[src/rtl/ps2_key_encoder.sv]
// PS/2 device-to-host receiver: synchronise, glitch-filter, frame, decode prefixes, publish toggle-strobed key word.
// Optional build macro: PS2_TYPEMATIC_FILTER_EN suppresses repeated makes of the same key.
module ps2_key_encoder #(
    parameter int FILTER_LEN = 8,
    parameter int TIMEOUT    = 48000
) (
    input  logic        I_CLK_48M,
    input  logic        I_RESETn,
    input  logic        I_PS2_CLK,
    input  logic        I_PS2_DAT,
    output logic [10:0] O_PS2_KEY,
    output logic        O_STROBE,
    output logic        O_ERR
);

    // state    | meaning
    // S_IDLE   | waiting for a start bit (sample 0)
    // S_DATA   | shifting 8 data bits, LSB first
    // S_PARITY | sampling odd-parity bit
    // S_STOP   | sampling stop bit, byte accepted or rejected
    typedef enum logic [1:0] {
        S_IDLE   = 2'd0,
        S_DATA   = 2'd1,
        S_PARITY = 2'd2,
        S_STOP   = 2'd3
    } state_t;

    localparam logic [7:0]  FLT_TC = 8'(FILTER_LEN - 1);
    localparam logic [16:0] TO_TC  = 17'(TIMEOUT);

    logic [1:0]  clk_sync_q, dat_sync_q;
    logic        clk_flt_q, clk_flt_d;
    logic        dat_flt_q, dat_flt_d;
    logic [7:0]  clk_cnt_q, clk_cnt_d;
    logic [7:0]  dat_cnt_q, dat_cnt_d;
    logic        clk_prev_q;

    state_t      state_q, state_d;
    logic [2:0]  bit_cnt_q, bit_cnt_d;
    logic [7:0]  shift_q, shift_d;
    logic        par_q, par_d;
    logic        par_err_q, par_err_d;
    logic [16:0] to_cnt_q, to_cnt_d;

    logic        ext_q, ext_d;
    logic        brk_q, brk_d;
    logic        skip_q, skip_d;
    logic [2:0]  skip_cnt_q, skip_cnt_d;
    logic [10:0] key_q, key_d;
    logic        strobe_q, strobe_d;
    logic        err_q, err_d;

    logic        fall;
    logic        byte_vld;
    logic        frame_err;

`ifdef PS2_TYPEMATIC_FILTER_EN
    logic        tm_vld_q, tm_vld_d;
    logic [8:0]  tm_key_q, tm_key_d;
`endif

    // Glitch filter: the filtered level follows only after FILTER_LEN steady cycles of a new level.
    always_comb begin
        clk_flt_d = clk_flt_q;
        clk_cnt_d = '0;
        dat_flt_d = dat_flt_q;
        dat_cnt_d = '0;
        if (clk_sync_q[1] != clk_flt_q) begin
            if (clk_cnt_q == FLT_TC) begin
                clk_flt_d = clk_sync_q[1];
            end else begin
                clk_cnt_d = clk_cnt_q + 8'd1;
            end
        end
        if (dat_sync_q[1] != dat_flt_q) begin
            if (dat_cnt_q == FLT_TC) begin
                dat_flt_d = dat_sync_q[1];
            end else begin
                dat_cnt_d = dat_cnt_q + 8'd1;
            end
        end
    end

    assign fall = clk_prev_q & ~clk_flt_q;

    always_comb begin
        state_d   = state_q;
        bit_cnt_d = bit_cnt_q;
        shift_d   = shift_q;
        par_d     = par_q;
        par_err_d = par_err_q;
        byte_vld  = 1'b0;
        frame_err = 1'b0;
        to_cnt_d  = (fall || state_q == S_IDLE) ? '0 : to_cnt_q + 17'd1;

        case (state_q)
            S_IDLE: begin
                if (fall && !dat_flt_q) begin
                    state_d   = S_DATA;
                    bit_cnt_d = '0;
                    par_d     = 1'b0;
                end
            end
            S_DATA: begin
                if (fall) begin
                    shift_d   = {dat_flt_q, shift_q[7:1]};
                    par_d     = par_q ^ dat_flt_q;
                    bit_cnt_d = bit_cnt_q + 3'd1;
                    if (bit_cnt_q == 3'd7) begin
                        state_d = S_PARITY;
                    end
                end
            end
            S_PARITY: begin
                if (fall) begin
                    par_err_d = ~(par_q ^ dat_flt_q);
                    state_d   = S_STOP;
                end
            end
            S_STOP: begin
                if (fall) begin
                    state_d = S_IDLE;
                    if (dat_flt_q && !par_err_q) begin
                        byte_vld = 1'b1;
                    end else begin
                        frame_err = 1'b1;
                    end
                end
            end
            default: state_d = S_IDLE;
        endcase

        // Timeout only fires in a cycle without a falling edge, so it never collides with a stop sample.
        if (state_q != S_IDLE && !fall && to_cnt_q == TO_TC) begin
            state_d   = S_IDLE;
            frame_err = 1'b1;
        end
    end

    always_comb begin
        ext_d      = ext_q;
        brk_d      = brk_q;
        skip_d     = skip_q;
        skip_cnt_d = skip_cnt_q;
        key_d      = key_q;
        strobe_d   = 1'b0;
        err_d      = frame_err;
`ifdef PS2_TYPEMATIC_FILTER_EN
        tm_vld_d   = tm_vld_q;
        tm_key_d   = tm_key_q;
`endif

        if (frame_err) begin
            ext_d      = 1'b0;
            brk_d      = 1'b0;
            skip_d     = 1'b0;
            skip_cnt_d = '0;
        end else if (byte_vld) begin
            if (skip_q) begin
                skip_cnt_d = skip_cnt_q - 3'd1;
                if (skip_cnt_q == 3'd1) begin
                    skip_d = 1'b0;
                    ext_d  = 1'b0;
                    brk_d  = 1'b0;
                end
            end else begin
                case (shift_q)
                    8'hE0: ext_d = 1'b1;
                    8'hF0: brk_d = 1'b1;
                    8'hE1: begin
                        skip_d     = 1'b1;
                        skip_cnt_d = 3'd7;
                        ext_d      = 1'b0;
                        brk_d      = 1'b0;
                    end
                    default: begin
                        ext_d = 1'b0;
                        brk_d = 1'b0;
`ifdef PS2_TYPEMATIC_FILTER_EN
                        if (!brk_q && tm_vld_q && tm_key_q == {ext_q, shift_q}) begin
                            strobe_d = 1'b0;
                        end else begin
                            key_d    = {~key_q[10], ~brk_q, ext_q, shift_q};
                            strobe_d = 1'b1;
                            if (!brk_q) begin
                                tm_vld_d = 1'b1;
                                tm_key_d = {ext_q, shift_q};
                            end else if (tm_vld_q && tm_key_q == {ext_q, shift_q}) begin
                                tm_vld_d = 1'b0;
                            end
                        end
`else
                        key_d    = {~key_q[10], ~brk_q, ext_q, shift_q};
                        strobe_d = 1'b1;
`endif
                    end
                endcase
            end
        end
    end

    always_ff @(posedge I_CLK_48M or negedge I_RESETn) begin
        if (!I_RESETn) begin
            clk_sync_q <= 2'b11;
            dat_sync_q <= 2'b11;
            clk_flt_q  <= 1'b1;
            dat_flt_q  <= 1'b1;
            clk_cnt_q  <= '0;
            dat_cnt_q  <= '0;
            clk_prev_q <= 1'b1;
            state_q    <= S_IDLE;
            bit_cnt_q  <= '0;
            shift_q    <= '0;
            par_q      <= 1'b0;
            par_err_q  <= 1'b0;
            to_cnt_q   <= '0;
            ext_q      <= 1'b0;
            brk_q      <= 1'b0;
            skip_q     <= 1'b0;
            skip_cnt_q <= '0;
            key_q      <= '0;
            strobe_q   <= 1'b0;
            err_q      <= 1'b0;
        end else begin
            clk_sync_q <= {clk_sync_q[0], I_PS2_CLK};
            dat_sync_q <= {dat_sync_q[0], I_PS2_DAT};
            clk_flt_q  <= clk_flt_d;
            dat_flt_q  <= dat_flt_d;
            clk_cnt_q  <= clk_cnt_d;
            dat_cnt_q  <= dat_cnt_d;
            clk_prev_q <= clk_flt_q;
            state_q    <= state_d;
            bit_cnt_q  <= bit_cnt_d;
            shift_q    <= shift_d;
            par_q      <= par_d;
            par_err_q  <= par_err_d;
            to_cnt_q   <= to_cnt_d;
            ext_q      <= ext_d;
            brk_q      <= brk_d;
            skip_q     <= skip_d;
            skip_cnt_q <= skip_cnt_d;
            key_q      <= key_d;
            strobe_q   <= strobe_d;
            err_q      <= err_d;
        end
    end

`ifdef PS2_TYPEMATIC_FILTER_EN
    always_ff @(posedge I_CLK_48M or negedge I_RESETn) begin
        if (!I_RESETn) begin
            tm_vld_q <= 1'b0;
            tm_key_q <= '0;
        end else begin
            tm_vld_q <= tm_vld_d;
            tm_key_q <= tm_key_d;
        end
    end
`endif

    assign O_PS2_KEY = key_q;
    assign O_STROBE  = strobe_q;
    assign O_ERR     = err_q;

endmodule

[config.mk]
export PLATFORM = sky130hd
export DESIGN_NAME = ps2_key_encoder
export DESIGN_NICKNAME = d
export VERILOG_FILES = /design/src/rtl/ps2_key_encoder.sv
export SDC_FILE = /design/constraint.sdc
export NUM_CORES = 1
export LEC_CHECK = 0
export BUFFER_PORTS_ARGS = -buffer_cell sky130_fd_sc_hd__buf_2
export CAP_MARGIN = 20
export CORE_ASPECT_RATIO = 0.75
export CORE_UTILIZATION = 25
export CTS_CLUSTER_SIZE = 14
export DETAILED_ROUTE_END_ITERATION = 16
export PLACE_DENSITY = 0.38
export SLEW_MARGIN = 40
export SYNTH_ARGS = -nofsm -noshare
export SYNTH_HDL_FRONTEND = slang
export SYNTH_SLANG_ARGS = --single-unit
[constraint.sdc]
create_clock -name I_CLK_48M -period 2.1 [get_ports I_CLK_48M]
set_clock_uncertainty 0.15 [all_clocks]
set_input_delay 0.42 -clock I_CLK_48M [delete_from_list [all_inputs] [get_ports I_CLK_48M]]
set_output_delay 0.42 -clock I_CLK_48M [all_outputs]
set_load 0.01 [all_outputs]
# ---- Word-level counts from Yosys, hierarchy flattened
# Cells that the tools add are included.
dict set report op_classes {
  addsub 5
  n_mul 0
  n_div 0
  magnitude_cmp 0
  eq_ne 23
  shift 0
  mux 47
  n_bitwise 9
  reduce_logical 24
}
# cell n
set op_table {}
lappend op_table {{two-way mux 8 bit} 4}
lappend op_table {{two-way mux 1 bit} 25}
lappend op_table {{equality test 8 bit (second input constant)} 3}
lappend op_table {{two-way mux 3 bit} 6}
lappend op_table {{!= test 3 bit (second input constant)} 6}
lappend op_table {{adder 17 x 1 -> 17 bit (second input constant)} 1}
lappend op_table {{equality test 17 x 16 -> 1 bit (second input constant)} 1}
lappend op_table {{two-way mux 17 bit} 1}
lappend op_table {{adder 8 x 1 -> 8 bit (second input constant)} 2}
lappend op_table {{equality test 8 x 3 -> 1 bit (second input constant)} 2}
lappend op_table {{two-way mux 2 bit} 6}
lappend op_table {{AND reduction 2 bit} 5}
lappend op_table {{AND reduction 3 bit} 3}
lappend op_table {{case mux 2 bit (4 select lines)} 1}
lappend op_table {{NOT 1 bit} 7}
lappend op_table {{!= test 3 x 1 -> 1 bit (second input constant)} 2}
lappend op_table {{case mux 1 bit (2 select lines)} 3}
lappend op_table {{case mux 3 bit (2 select lines)} 1}
lappend op_table {{nonzero test 2 bit} 3}
lappend op_table {{AND reduction 5 bit} 1}
lappend op_table {{equality test 2 bit (second input constant)} 2}
lappend op_table {{logical AND 1 bit} 4}
lappend op_table {{AND reduction 4 bit} 1}
lappend op_table {{adder 3 x 1 -> 3 bit (second input constant)} 1}
lappend op_table {{other kinds (14)} 17}
dict set report totals {
  register_bits 74
  latch_bits 0
  ram_bits 0
  rom_bits 0
  in_bits 4
  output_inout_bits 13
  word_cells 128
  memories 0
}

# ---- Logic depth before layout (Yosys ltp)
dict set report depth {
  depth_word 8
  mapped_depth 7
  mapped_depth_nobuf 6
}

# ---- Least setup slack after synthesis
# No wires, ideal clock.
dict set report synth_path {
  path_type {register -> register}
  start {reg shift_q[1]}
  end {reg key_q[5], in the netlist O_PS2_KEY[5]}
  setup_time_ns 0.125
  arrival_ns 1.815
  slack_ns 0.010
  stages_incl_launch_ff 5
  synth_period_minus_slack_ns 2.090
  cell_sequence {dfrtp_1 > or4b_4 > o311ai_4 > buf_6 > mux2_4}
}
dict set report synth_between {
  elab_chain_len 4
  word_cells_on_any_way 6
  cone_classes {eq/ne: 3; bitwise: 1; reduce/logical: 2}
}
# item line_no
set synth_rtl {}
lappend synth_rtl {{start, declared} 40} ;# logic [7:0] shift_q, shift_d;
lappend synth_rtl {{start signal, assigned} 234} ;# shift_q <= shift_d;
lappend synth_rtl {{equality test 8 bit} 167} ;# case (shift_q)
lappend synth_rtl {{OR reduction 3 bit (no source line) (*)} --}
lappend synth_rtl {{NOT 1 bit (no source line) (*)} --}
lappend synth_rtl {{AND reduction 4 bit (no source line) (*)} --}
lappend synth_rtl {{end signal, assigned} 242} ;# key_q <= key_d;
lappend synth_rtl {{end, declared} 49} ;# logic [10:0] key_q, key_d;
# Mark *: on every way between the ends. The rest lies on a longest branch, timed or not.
# A chain may end at the register's enable or synchronous reset.

# ---- Final worst setup path
dict set report layout_path {
  start {reg shift_q[1]}
  end {reg key_q[1], in the netlist O_PS2_KEY[1]}
}
dict set report layout_between {
  elab_chain_len 4
  word_cells_on_any_way 6
  cone_classes {eq/ne: 3; bitwise: 1; reduce/logical: 2}
}
# item line_no
set layout_rtl {}
lappend layout_rtl {{equality test 8 bit} 167}
lappend layout_rtl {{OR reduction 3 bit (no source line)} --}
lappend layout_rtl {{NOT 1 bit (no source line)} --}
lappend layout_rtl {{AND reduction 4 bit (no source line)} --}
# Parallel ways exist; a longest one is shown, timed or not.

==> summary.txt <==
Clock network
  – Num CTS Buffers: 9
  – Max clock buf depth: 2
  – Clk sinks: 74
  – Clock tree from TritonCTS: done
  – Worst-path clk slew: 0.06 ns
  – Root Buffer: clkbuf_16
  – Clk_lat worst skew: 0.33 ns
  – CTS H-tree depth: 3

Critical path
  – CP Class: flip-flop to flip-flop
  – Startpoint types: flip-flop
  – Worst Path Buf+Inv: 1
  – Crit-path cells: or4b_4 > o311ai_4 > buf_12 > mux2_2
  – Crit end category: flip-flop
  – Worst EP arrival: 2.13 ns
  – Worst path top cell family by delay: simple AND/OR/NAND/NOR gates
  – Worst Path Required: 2.17 ns
  – Crit-path max cell delay: 0.58 ns
  – CP max stage cell: or4b_4
  – Critical path fanouts, max: 11

Logic synthesis
  – Count leader, synth: dfrtp_1
  – Synth top cells by count: 67 x dfrtp_1, 42 x nor2_1, 38 x nand2_1, 18 x inv_1, 18 x xnor2_1
  – Synth warnings: 0
  – Synthesized instance count: 331
  – Most common flop cell mapped by yosys: dfrtp_1
  – Seq/Total Area, Yosys: 53.5%
  – Ys async rst share: 100%
  – Syn avg cell area: 10.5 sq um
  – Synth area leaders: dfrtp_1 48%, dfstp_2 5.3%, ha_1 4.7%, nor2_1 4.5%, xnor2_1 4.5%
  – Top-area cell type share of the netlist area: 48.3%
  – Post-synth top area cell: dfrtp_1
  – Synthesized Nets: 348
  – Synth cell types: 48
  – Seq cells post-synth: 74
  – EDFF count, synth: 0
  – Mapped cell area: 0.00347 sq mm

Final layout
  – Layout area overhead: 20.8%
  – Fillcell total: 1316
  – Layout cells sized above 1: 20.4%
  – FF+latch area: 0.00186 sq mm
  – Design Area, Final: 0.00420 sq mm
  – Antenna Cells: 0
  – Area occupied by multi-input gates: 0.00151 sq mm
  – Layout net count: 384

Drt
  – DRC violations left: 5
  – Routed wire length: 6800 um
  – Detailed Route Iter0 Violations: 146
  – Via count: 2390
  – First drt pass iteration count: 10
  – Post-route ant nets: 0
  – Wire per inst: 12.5 um
  – DR vias/cell: 4.40

GRT
  – First-pass GRT wire length: 11700 um
  – Vias in the first global route: 2362
  – Gr ovfl total: 0
  – Antenna violations before repair: 0
  – Pin count of the biggest net entering global routing: 75
  – GRT Resource Usage Total: 10.3%

STA
  – # setup viols final: 0
  – Endpoints failing hold: 0
  – Final worst setup slack: 0.0372 ns
  – RSZ-0062 raised after global routing: yes
  – Relative slew slack: 70.6%
  – Slew Viols, Final: 0
  – Slew @ Worst Pin: 0.440 ns
  – Tmin final: 2.06 ns
  – Period utilization: 98.2%
  – Achievable clock frequency: 485 MHz

Die
  – Die X: 138 um
  – Row count: 36
  – Initial core utilization: 26.1%
  – Die height: 104 um
  – Die area: 0.0144 sq mm
  – Core area: 0.0133 sq mm
  – Ports: 17

Run
  – MaxCap Viol Count: 0

Power and ir drop
  – Leakage: 1.95 nW
  – Peak supply drop: 400 uV
  – Pwr dens: 1070 mW/mm^2

Place
  – Port Buffers: 16
  – GPL Wtd Cong: 0.732
  – Post-Place Worst Slack: 0.0184 ns
  – HPWL Detailed: 4640 um
  – DP Area: 0.00387 sq mm

Run status
  – Failing checks: DRC
  – Status: finished with violations

Min path
  – Worst min path class: input port to flip-flop
-- repair_timing --
item | CTS | global route
hold buffers | 1 | 0
hold endpoints to repair | 67 | 0
gates resized for setup | 0 | 2
setup buffers | 0 | 1
setup endpoints to repair | 0 | 5
-- per-stage QoR --
step	hold slack (ns)	util, %	power (mW)	instances	setup TNS (ns)
finish	0.0330	31.6	4.50	543	0
global route	0.0215	31.6	4.83	543	-0.0617
CTS	0.0125	31.5	4.57	542	0
detailed placement	0.197	29.2	2.99	525	0
global placement	0.196	29.2	2.99	525	0
floorplan	-0.0256	-	2.64	331	0
-- cell usage in the layout (no fill, tap or decap), types with 4 or more instances in the layout --
cell and n:
dfstp_2 7, inv_1 18, dfrtp_1 67, xnor2_1 18, a21oi_1 9, nand2_1 38
o21ai_0 9, ha_1 13, xor2_1 9, mux2_4 4, nor2_1 42, mux2_2 6
nor3_1 9, nor4_1 5, nand3_1 13, buf_2 15, and3_1 4, nand4_1 7
buf_4 17, clkbuf_16 9
-- cells by family (layout without fill, tap and decap cells) --
kind of cell | Yosys count | count (layout) | share of synthesized area (%)
mux | 12 | 12 | 4.25
simple gates | 142 | 142 | 20.2
flops | 74 | 74 | 53.5
fa+ha+maj | 13 | 13 | 4.68
xor+xnor | 27 | 27 | 6.81
compound gates | 35 | 35 | 7.17
buf+inv | 28 | 69 | 3.35
-- flip-flops by register name, summed over array words and instances, names as in the netlist, 2 cells and up --
signal	count
state_q	2
clk_sync_q	2
to_cnt_q	17
bit_cnt_q	3
dat_cnt_q	8
skip_cnt_q	3
dat_sync_q	2
clk_cnt_q	8
shift_q	8
O_PS2_KEY	11
-- metal layers --
layer / GRT usage (%) / vias up / routed length [um] / part of all wire (%)
li1: - / 1209 / - / -
met1: 14.5 / 1135 / 3660 / 54
met2: 14.4 / 35 / 2800 / 41
met3: 3.45 / 11 / 248 / 3.6
met4: 4.09 / 0 / 97 / 1.4
met5: 0 / - / 0 / 0
-- final timing paths --
check / start / to / slack [ns] / depth (start not counted)
hold reg to reg: clk_sync_q[0]$_DFF_PN1_ / clk_sync_q[1]$_DFF_PN1_ / 0.21 / 0
hold / removal: I_PS2_CLK / clk_sync_q[0]$_DFF_PN1_ / 0.03 / 1
setup / recovery: shift_q[1]$_DFFE_PN0P_ / O_PS2_KEY[1]$_DFFE_PN0P_ / 0.04 / 4
max in group asynchronous: I_RESETn / clk_flt_q$_DFFE_PN1P_ / 0.95 / 3
min in group asynchronous: I_RESETn / dat_cnt_q[5]$_DFF_PN0_ / 0.49 / 3
setup reg to reg: shift_q[1]$_DFFE_PN0P_ / O_PS2_KEY[1]$_DFFE_PN0P_ / 0.04 / 4
-- cell type report --
cell class / instances / share of cell area [%]
clock buffers: 10 / 5.46
multi-input cells: 229 / 35.9
well taps: 171 / 5.10
flip-flops and latches: 74 / 44.3
inverters: 18 / 1.61
repair buffers: 35 / 6.02
clock inverters: 6 / 1.55
-- power by group --
part | switching [mW] | internal (mW)
clock | 0.600 | 0.924
combinational | 0.649 | 0.463
sequential | 0.206 | 1.66
total | 1.46 | 3.05
No activity file was read; power rests on OpenSTA's default activity.
